## src/rtl/prng_lfsr_multi.sv

```systemverilog
// prng_lfsr_multi: Fibonacci LFSR random source that produces OUT_W bits per step.
// Words are delivered over a valid/ready handshake. The block also provides a
// registered command (halt/run/load), a seed register with a zero-seed guard,
// and a saturating count of words delivered since the last seed load.
module prng_lfsr_multi #(
    parameter int               DAT_W    = 25,
    parameter logic [DAT_W-1:0] TAP_MASK = 25'h1000004,
    parameter int               OUT_W    = 8,
    parameter logic [DAT_W-1:0] SEED_DEF = 25'h0000001,
    parameter int               CNT_W    = 16
) (
    input  logic             clk,
    input  logic             rst_b,
    input  logic [1:0]       prng_cmd,
    input  logic [DAT_W-1:0] seed_dat,
    input  logic             seed_we,
    output logic [OUT_W-1:0] rnd_dat,
    output logic             rnd_vld,
    input  logic             rnd_rdy,
    output logic [DAT_W-1:0] lfsr_st,
    output logic [CNT_W-1:0] seed_age
);

    // Command 3 is reserved. It falls into the default branch and behaves as halt.
    typedef enum logic [1:0] {
        CMD_HALT = 2'd0,
        CMD_RUN  = 2'd1,
        CMD_LOAD = 2'd2,
        CMD_RSVD = 2'd3
    } cmd_t;

    cmd_t             cmd_reg;
    logic [DAT_W-1:0] seed_reg;
    logic [DAT_W-1:0] step_src;
    logic [DAT_W-1:0] step_nxt;
    logic [DAT_W-1:0] load_val;
    logic             accept;
    logic             step_en;

    assign accept  = rnd_vld & rnd_rdy;
    // A new word is produced when the output slot is empty, or is being emptied this cycle.
    assign step_en = (cmd_reg == CMD_RUN) && (!rnd_vld || rnd_rdy);

    // The all-zero state is a lock-up. Only reset can reach it, so substitute the default seed here.
    assign step_src = (lfsr_st == '0) ? SEED_DEF : lfsr_st;
    assign load_val = (seed_reg == '0) ? SEED_DEF : seed_reg;

    // Unroll OUT_W single-bit Fibonacci shifts. The new bit enters at the LSB.
    always_comb begin
        step_nxt = step_src;
        for (int i = 0; i < OUT_W; i++) begin
            step_nxt = {step_nxt[DAT_W-2:0], ^(step_nxt & TAP_MASK)};
        end
    end

    // Register the command. It acts on the following edge.
    always_ff @(posedge clk or negedge rst_b) begin
        if (!rst_b) cmd_reg <= CMD_HALT;
        else        cmd_reg <= cmd_t'(prng_cmd);
    end

    // Capture the seed. A load issued in the same cycle still sees the previous value.
    always_ff @(posedge clk or negedge rst_b) begin
        if (!rst_b)       seed_reg <= '0;
        else if (seed_we) seed_reg <= seed_dat;
    end

    // LFSR state and output word slot.
    always_ff @(posedge clk or negedge rst_b) begin
        if (!rst_b) begin
            lfsr_st <= '0;
            rnd_dat <= '0;
            rnd_vld <= 1'b0;
        end else begin
            case (cmd_reg)
                CMD_LOAD: begin
                    // A load flushes the pending word, even one that is accepted in this same cycle.
                    lfsr_st <= load_val;
                    rnd_vld <= 1'b0;
                end
                CMD_RUN: begin
                    if (step_en) begin
                        lfsr_st <= step_nxt;
                        rnd_dat <= step_nxt[OUT_W-1:0];
                        rnd_vld <= 1'b1;
                    end
                end
                default: begin
                    // In halt the LFSR is frozen. A word already in the slot can still be drained.
                    if (accept) rnd_vld <= 1'b0;
                end
            endcase
        end
    end

    // Count accepted words since the last load. The count saturates at all-ones.
    always_ff @(posedge clk or negedge rst_b) begin
        if (!rst_b)
            seed_age <= '0;
        else if (cmd_reg == CMD_LOAD)
            seed_age <= '0;
        else if (accept && (seed_age != '1))
            seed_age <= seed_age + CNT_W'(1);
    end

endmodule
```

## config.mk

```make
export PLATFORM = sky130hd
export DESIGN_NAME = prng_lfsr_multi
export DESIGN_NICKNAME = d
export VERILOG_FILES = /design/src/rtl/prng_lfsr_multi.sv
export SDC_FILE = /design/constraint.sdc
export NUM_CORES = 1
export LEC_CHECK = 0
export CORE_MARGIN = 2
export CORE_UTILIZATION = 43
export CTS_BUF_LIST = sky130_fd_sc_hd__clkbuf_8
export CTS_CLUSTER_DIAMETER = 100
export DETAILED_ROUTE_END_ITERATION = 6
export PLACE_DENSITY = 0.72
export SLEW_MARGIN = 20
export SYNTH_ARGS = -nofsm -noshare
export SYNTH_HDL_FRONTEND = slang
export SYNTH_SLANG_ARGS = --single-unit
```

## constraint.sdc

```tcl
create_clock -name clk -period 1.7 [get_ports clk]
set_clock_uncertainty 0.2 [all_clocks]
set_input_delay 0.34 -clock clk [delete_from_list [all_inputs] [get_ports clk]]
set_output_delay 0.34 -clock clk [all_outputs]
set_load 0.03 [all_outputs]
```

### Word level (Yosys, flattened, before mapping)

Index checks and enable logic that the tools add are counted.

* bits of input ports: 31
* bits in registers: 77
* output and inout port bits: 50
* word-level logic and storage cells: 41

* reductions and logical operators: 20
* equal/unequal tests: 4
* muxes and demuxes: 9
* $add $sub $neg: 1
* bitwise logic cells: 1

Operators with widths (number)
* $reduce_xor A25 Y1: 8
* $mux W25: 3
* $logic_not A25 Y1: 2
* $pmux W25 S2: 1
* $mux W16: 2
* $add A16 B1 Y16 const B: 1
* $ne A16 B16 Y1 const B: 1
* $reduce_and A2 Y1: 3
* $reduce_bool A2 Y1: 2
* $reduce_bool A3 Y1: 1
* $eq A2 B1 Y1 const B: 1
* $eq A2 B2 Y1 const B: 1
* $logic_and A1 B1 Y1: 2
* $mux W1: 2
* $ne A2 B2 Y1 const B: 1
* $pmux W1 S2: 1
* $and A1 B1 Y1: 1
* $logic_not A1 Y1: 1
* $logic_or A1 B1 Y1: 1

### Depth between registers and ports, before layout

* depth after elaboration: 7
* gate-level depth with buffers: 6
* depth with buffers taken out: 5

### Worst setup path before layout

No wires, ideal clock.

* path kind: register to register
* from: reg seed_age[2]
* to: reg seed_age[13]
* setup time: 77 ps
* period minus slack after synthesis: 1901 ps
* data arrival time: 1624 ps
* cell stages (with the launch flop): 5
* path buffers: 0
* path slack: -201 ps
* data required time: 1423 ps
* cell sequence: dfrtp_1 -> and4_4 -> nand3_4 -> or4_1 -> a21oi_1

* longest elaborated chain between the ends: 3
* elaborated cells between the ends (all ways): 6
* classes of those cells: 1 x add/sub; 1 x eq/ne; 2 x mux; 2 x reduce/logical

RTL lines
* start: declaration: line 21 `output logic [CNT_W-1:0] seed_age`
* start signal: assignment: line 103 `seed_age <= seed_age + CNT_W'(1);`
* $add A16 B1 Y16 / $ne A16 B16 Y1 (equally long branches): line 103, 102
* $mux W16 / $logic_and A1 B1 Y1 (equally long branches): line 102 `else if (accept && (seed_age != '1))`
* $mux W16 / $reduce_bool A2 Y1 (equally long branches)

Parallel ways exist; a longest one is shown, timed or not. The select of a mux whose other input is x is not followed.
A chain may end at the register's enable or synchronous reset.

### Final worst setup path

* from: reg seed_age[14]
* to: reg seed_age[12]

* longest elaborated chain between the ends: 3

RTL lines (line)
* $ne A16 B16 Y1: 102
* $logic_and A1 B1 Y1: 102
* $reduce_bool A2 Y1 (no source line)

No other way between the ends.

==> out/results.tsv <==
metric	value	unit
Detailed Route WL	10720	µm
syn_nets	390	
Layout area overhead	51.35	%
DR pass1 iterations	6	
vias per inst	5.731	
largest net degree at the start of global routing	46	
Port Buffers	80	
CP Max Fanout	3	
CP peak stage delay	460	ps
outcome	finished with violations	
CP Data Arrival Time	1900	ps
1st-iter DRT viols	271	
delay-heaviest family, CP	simple AND/OR/NAND/NOR gates	
Fillers	629	
Async S/R FF share, synth	100.0	%
Power Total	6.087	mW
Antenna Violating Nets Remaining	0	
Tot GR Track Use	23.72	%
post-DP HPWL	7382	µm
detailed-route via count	3536	
layout cells sized above 1	39.84	%
Final Setup Violations	9	
Synth Register Bits	77	
worst hold path type	in2async	
worst hold slack	166.7	ps
maximum VDD drop	0.6227	mV
Gate Count Post-Synth	358	
clk sinks	77	
Core Util, Final	67.21	%
H-tree depth	3	
final worst slack	-112.7	ps
P per Cell Area	1097	nW/µm²
Achievable Freq	0.5517	GHz
Reg clk slew, reported paths	90	ps
ANT cells	0	
Core Area	8258	µm²
Lkg Pwr	2.342	nW
Worst Max-Slew Pin Slew	355.8	ps
Rel. slew slack	76.37	%
fin crit period	1813	ps
RSZ-0062 raised after global routing	yes	
Worst R2R Setup Slack	-110	ps
CP cell instances	and4_1 -> and2_2 -> or4_1 -> a21oi_1	
crit end category	register	
Die W	96.35	µm
Netlist cell types	49	
Skew-Pair Late Insertion Delay	360	ps
Post-synth EDFFs	0	
post-DR wirelength/cell	17.38	µm
Placed Cells incl. Taps	581	
final slew viol count	0	
critical path class	reg2reg	
final layout net count	539	
Starting Density	44.41	%
GP Congestion	0.9187	
Die Ht	96.35	µm
Critical-path top delay cell	or4_1	
Die Area	9283	µm²
worst path bufs/invs	0	
num rows	33	
gr ovfl total	0	
CTS buffer count	9	
vias in the first global route	3291	
CP startpoint kind	register	
synthesized area	3667	µm²
Top FF cell, synth	dfrtp_1	
Hold Violations, Final	0	
first-pass GRT wire length	16660	µm
initial antenna violation count	0	
crit share post-route	106.6	%
I/O Pins	81	
register area share after synthesis	52.54	%
Worst Path Required	1780	ps
clk buf depth	2	
# DRC	0	
yosys warns	0	
Max Cap Viol	0	
Finished Layout Cells	617	
failing checks	setup timing	
Place WS	-480.8	ps
CTS Root Cell	clkbuf_8	
mean post-synth cell area	10.24	µm²
CTS tree	done	
[where the power goes]
group          leakage, nW  internal, mW  switching (mW)  total [mW]
sequential           0.900          2.13           0.314        2.45
clock                0.116         0.853           0.782        1.63
combinational         1.33         0.896            1.11        2.01
[synth_stat cells (all sizes together), types with 2 or more instances]
cell    instances  share of area [%]
o211ai          2               0.41
a31oi          16                2.7
and4            6                1.5
nand2b          5               0.85
and3            2               0.38
mux2           25                7.7
dfrtp          77                 53
nor4           11                1.9
nand2          61                6.2
o41ai           3               0.72
a2111o          4                1.2
xnor2           4               0.96
nand4           8                1.4
a22oi           2               0.41
o31ai           6                1.2
nand3           8                1.4
clkbuf         10                1.3
o311ai          2               0.48
or4             6                1.2
a21oi          21                2.9
a32oi           2               0.48
o21ai          18                2.6
mux2i           2               0.55
nor2           26                2.7
buf             7               0.89
inv             3               0.31
nor2b           3               0.51
nor3            4               0.68
or3             3               0.55
[layout by cell type (no fill, tap or decap), drive strengths merged, types with 3 or more instances in the layout]
| master | Yosys | layout |
|---|---|---|
| nand4 | 8 | 8 |
| and4 | 6 | 6 |
| nor2b | 3 | 3 |
| o31ai | 6 | 6 |
| dlygate4sd2 | 0 | 6 |
| mux2 | 25 | 25 |
| clkdlybuf4s50 | 0 | 28 |
| nand2 | 61 | 61 |
| a2111o | 4 | 4 |
| or3 | 3 | 3 |
| inv | 3 | 6 |
| clkdlybuf4s15 | 0 | 32 |
| nor3 | 4 | 4 |
| or4 | 6 | 6 |
| nand2b | 5 | 5 |
| nor2 | 26 | 27 |
| o41ai | 3 | 3 |
| buf | 7 | 81 |
| nand3 | 8 | 9 |
| a31oi | 16 | 16 |
| xnor2 | 4 | 4 |
| o21ai | 18 | 18 |
| dfrtp | 77 | 77 |
| clkbuf | 10 | 13 |
| a21oi | 21 | 21 |
| nor4 | 11 | 11 |
[worst reg2reg max path: cells and delay by family, from the launching register on]
| family | cells | cell delay (ps) |
|---|---|---|
| AND/OR/NAND/NOR | 3 | 930 |
| flip-flops | 1 | 440 |
| AO/OA/AOI/OAI | 1 | 160 |
[cells by family after synthesis]
kind of cell | Yosys count | share of synthesized area (%)
AO/OA/AOI/OAI | 81 | 14.16
adder cells (fa/ha/maj) | 2 | 0.6141
AND/OR/NAND/NOR | 144 | 19.52
multiplexers | 27 | 8.222
XOR/XNOR | 7 | 2.456
flip-flops | 77 | 52.54
buffers and inverters | 20 | 2.490
[path summary, 6_finish.rpt]
check,start,endpoint,cells after the start
setup reg to reg,seed_age[14],seed_age[12],4
hold reg to reg,rnd_dat[1],rnd_dat[1],2
setup / recovery,seed_age[14],seed_age[12],4
min in group clk,prng_cmd[1],cmd_reg[1],1
max in group asynchronous,rst_b,lfsr_st[1],3
hold / removal,rst_b,seed_age[11],2
[layer usage]
layer  track usage (%)  up-vias  share of wire, %
met5                 0        -                 0
met4             9.742        0               2.0
met3             4.777       18               6.2
met2             34.49      151                47
met1             34.60     1734                45
li1                  -     1633                 -
[stage by stage]
stage / setup TNS [ps] / cell area [µm²]
after floorplan: -238.3 / 3729
after global routing: -1012 / 5550
final: -300.6 / 5550
after detailed placement: -15690 / 5021
after global placement: -13270 / 5021
after CTS: -235.8 / 5380
[what timing repair did]
action | 4_1_cts | 5_1_grt
pin swaps | 17 | 16
gates resized for setup | 115 | 44
setup endpoints to repair | 57 | 57
hold buffers | 1 | 0
buffers inserted | 9 | 8
hold endpoints to repair | 77 | 0
cloned | 1 | 2
[layout make-up]
type	instances	area [µm²]	area share [%]
flip-flops and latches	77	1954	35.21
well taps	105	131.4	2.367
clock buffers	9	123.9	2.232
clock inverters	7	106.4	1.916
multi-input cells	263	1815	32.71
inverters	3	11.26	0.2029
repair buffers	153	1408	25.36
(Power assumes the default switching activity.)
==> RTL change: new RTL, same flow settings <==
`OUT_W`: 8 -> 10.
--- a/src/rtl/prng_lfsr_multi.sv
+++ b/src/rtl/prng_lfsr_multi.sv
@@ -6,5 +6,5 @@
     parameter int               DAT_W    = 25,
     parameter logic [DAT_W-1:0] TAP_MASK = 25'h1000004,
-    parameter int               OUT_W    = 8,
+    parameter int               OUT_W    = 10,
     parameter logic [DAT_W-1:0] SEED_DEF = 25'h0000001,
     parameter int               CNT_W    = 16
Ports: changed (resized rnd_dat); port bits go from 81 to 83. No check against the original RTL was run, so the function may have changed too.
==> RTL change against the unedited design <==
- the run still ends with negative setup slack left
- worst hold slack better by 0.057 ns
- sequential cell count up 2
- design area grew 6.2%
- power is 12% higher
- worst setup slack lost 0.13 ns
- area after synthesis increased by 2.5%
- first-iteration DRC count increased by 23%
- die area increased by 2.4%
- wire length increased by 11%
- combinational power grew 35%
==> RTL change: results (changes against the unedited design) <==
Run status:
- Result of the run: finished, violations left (unchanged).
- Failing checks: negative setup slack (unchanged).

Drt:
- The aggregate routed wire length is 11900 um (was 10700 um).
- The length of the first detailed-routing pass in iterations came to 5 (was 6).
- The violation count after the first detailed-routing iteration was 334 (was 271).

Timing:
- The slew at the pin with the worst max-slew slack was 0.485 ns (was 0.356 ns).
- The aggregate negative setup slack is -2.41 ns (was -0.301 ns).
- The final setup violation count was 19 (was 9).
- The final worst slack is -0.241 ns (was -0.113 ns).

Global route:
- The pin count of the biggest net entering global routing is 31 (was 46).
- The via count of the first global-routing pass was 3617 (was 3291).

Synthesis:
- The share of synthesized area occupied by flip-flops and latches is 52.6% (was 52.5%).
- Area contributors post-synth: sky130_fd_sc_hd__dfrtp_1 53%, sky130_fd_sc_hd__mux2_2 7.5%, sky130_fd_sc_hd__nand2_1 4.9%, sky130_fd_sc_hd__a21oi_1 2.8%, sky130_fd_sc_hd__a32oi_1 2.6% (was sky130_fd_sc_hd__dfrtp_1 53%, sky130_fd_sc_hd__mux2_2 7.7%, sky130_fd_sc_hd__nand2_1 6.2%, sky130_fd_sc_hd__a21oi_1 2.9%, sky130_fd_sc_hd__a31oi_1 2.7%).
- Post-synth top cells: 79 x sky130_fd_sc_hd__dfrtp_1, 49 x sky130_fd_sc_hd__nand2_1, 25 x sky130_fd_sc_hd__mux2_2 (was 77 x sky130_fd_sc_hd__dfrtp_1, 61 x sky130_fd_sc_hd__nand2_1, 26 x sky130_fd_sc_hd__nor2_1).
- The parity-gate share of the synthesized area counting xor and xnor cells is 3.83% (was 2.46%).
- The mux share of post-synthesis cell area is 8.55% (was 8.22%).
- The compound-cell area share of the yosys netlist came to 15.6% (was 14.2%).
- The post-synthesis share of cell area spent on full adders, half adders and majority gates is 0.333% (was 0.614%).
- The count of distinct cell types in the synthesized netlist came to 43 (was 49).

Power:
- The maximum resistive drop on vdd is 0.857 mV (was 0.623 mV).
- The power dissipated by switching net loads is 0.00253 W (was 0.00221 W).
- The static leakage is 2.60 nW (was 2.34 nW).

Placement:
- The count of port buffers added during placement is 82 (was 80).
- The estimated wirelength of the detail-placed design is 8290 um (was 7380 um).

Final layout:
- The fraction of layout instances using a drive strength above 1 is 45.7% (was 39.8%).
- The number of inserted filler cells in the final layout is 627 (was 629).
- The layout net count is 559 (was 539).

Worst setup path:
- The maximum fanout along the worst path was 4 (was 3).
- The data arrival time of the critical path was 2.02 ns (was 1.90 ns).

Worst hold path:
- The path type of the worst min-delay path is in2reg (was in2async).
==> RTL change: stage by stage <==
step | setup slack, ns | instances
finish | -0.241 | 640
global placement | -0.670 | 605
CTS | -0.237 | 633
detailed placement | -0.715 | 605
global route | -0.264 | 640
floorplan | -0.367 | 358
==> RTL change: worst paths after layout <==
check	start	endpoint	slack (ns)	depth (start not counted)
max	seed_age[5]$_DFFE_PN0P_	seed_age[13]$_DFFE_PN0P_	-0.24	4
max reg2reg	seed_age[5]$_DFFE_PN0P_	seed_age[13]$_DFFE_PN0P_	-0.24	4
min reg2reg	rnd_dat[9]$_DFFE_PN0P_	rnd_dat[9]$_DFFE_PN0P_	0.28	2
min in group asynchronous	rst_b	seed_age[6]$_DFFE_PN0P_	0.25	2
max in group asynchronous	rst_b	seed_age[11]$_DFFE_PN0P_	0.47	3
min	prng_cmd[1]	cmd_reg[1]$_DFF_PN0_	0.22	1
==> RTL change: per-layer routing <==
metal	vias to the layer above	global-route usage (%)	part of all wire, %
li1	1676	-	-
met1	1871	33.0	41
met2	182	38.6	49
met3	29	4.10	7.8
met4	0	7.05	1.9
met5	-	0	0
==> RTL change: area by class of cell <==
type | count | area (um2) | area share (%)
flip-flops and latches | 79 | 2010 | 34.1
inverters | 6 | 22.5 | 0.382
well taps | 108 | 135 | 2.29
clock buffers | 9 | 124 | 2.10
clock inverters | 7 | 90.1 | 1.53
multi-input cells | 254 | 1970 | 33.5
repair buffers | 177 | 1540 | 26.2
==> RTL change: repair_timing <==
item / CTS / global route
buffers inserted: 11 / 8
pin swaps: 23 / 19
gates resized for setup: 121 / 70
hold buffers: 1 / 0
cloned: 0 / 0
setup endpoints to repair: 74 / 54
endpoints found under the hold margin: 26 / 0
==> RTL change: cells by family after synthesis <==
kind of cell,Yosys count
XOR/XNOR,10
AND/OR/NAND/NOR,122
AO/OA/AOI/OAI,92
adder cells (fa/ha/maj),1
flip-flops,79
buffers and inverters,25
multiplexers,29
==> RTL change: power groups by stage <==
stage	clock [W]	sequential [W]	combinational, W
6_report	0.00152	0.00257	0.00271
5_1_grt	0.00161	0.00260	0.00285
4_1_cts	0.00153	0.00253	0.00246
3_5_place_dp	0	0.00257	0.00246
3_3_place_gp	0	0.00256	0.00241
2_1_floorplan	0	0.00304	0.000700
==> RTL change: worst max-delay path: stages, from the launching register on <==
cell and delay, ns:
sky130_fd_sc_hd__dfrtp_2 0.41, sky130_fd_sc_hd__nand3_4 0.10, sky130_fd_sc_hd__or4_4 0.54, sky130_fd_sc_hd__or4_4 0.50, sky130_fd_sc_hd__a21oi_2 0.12
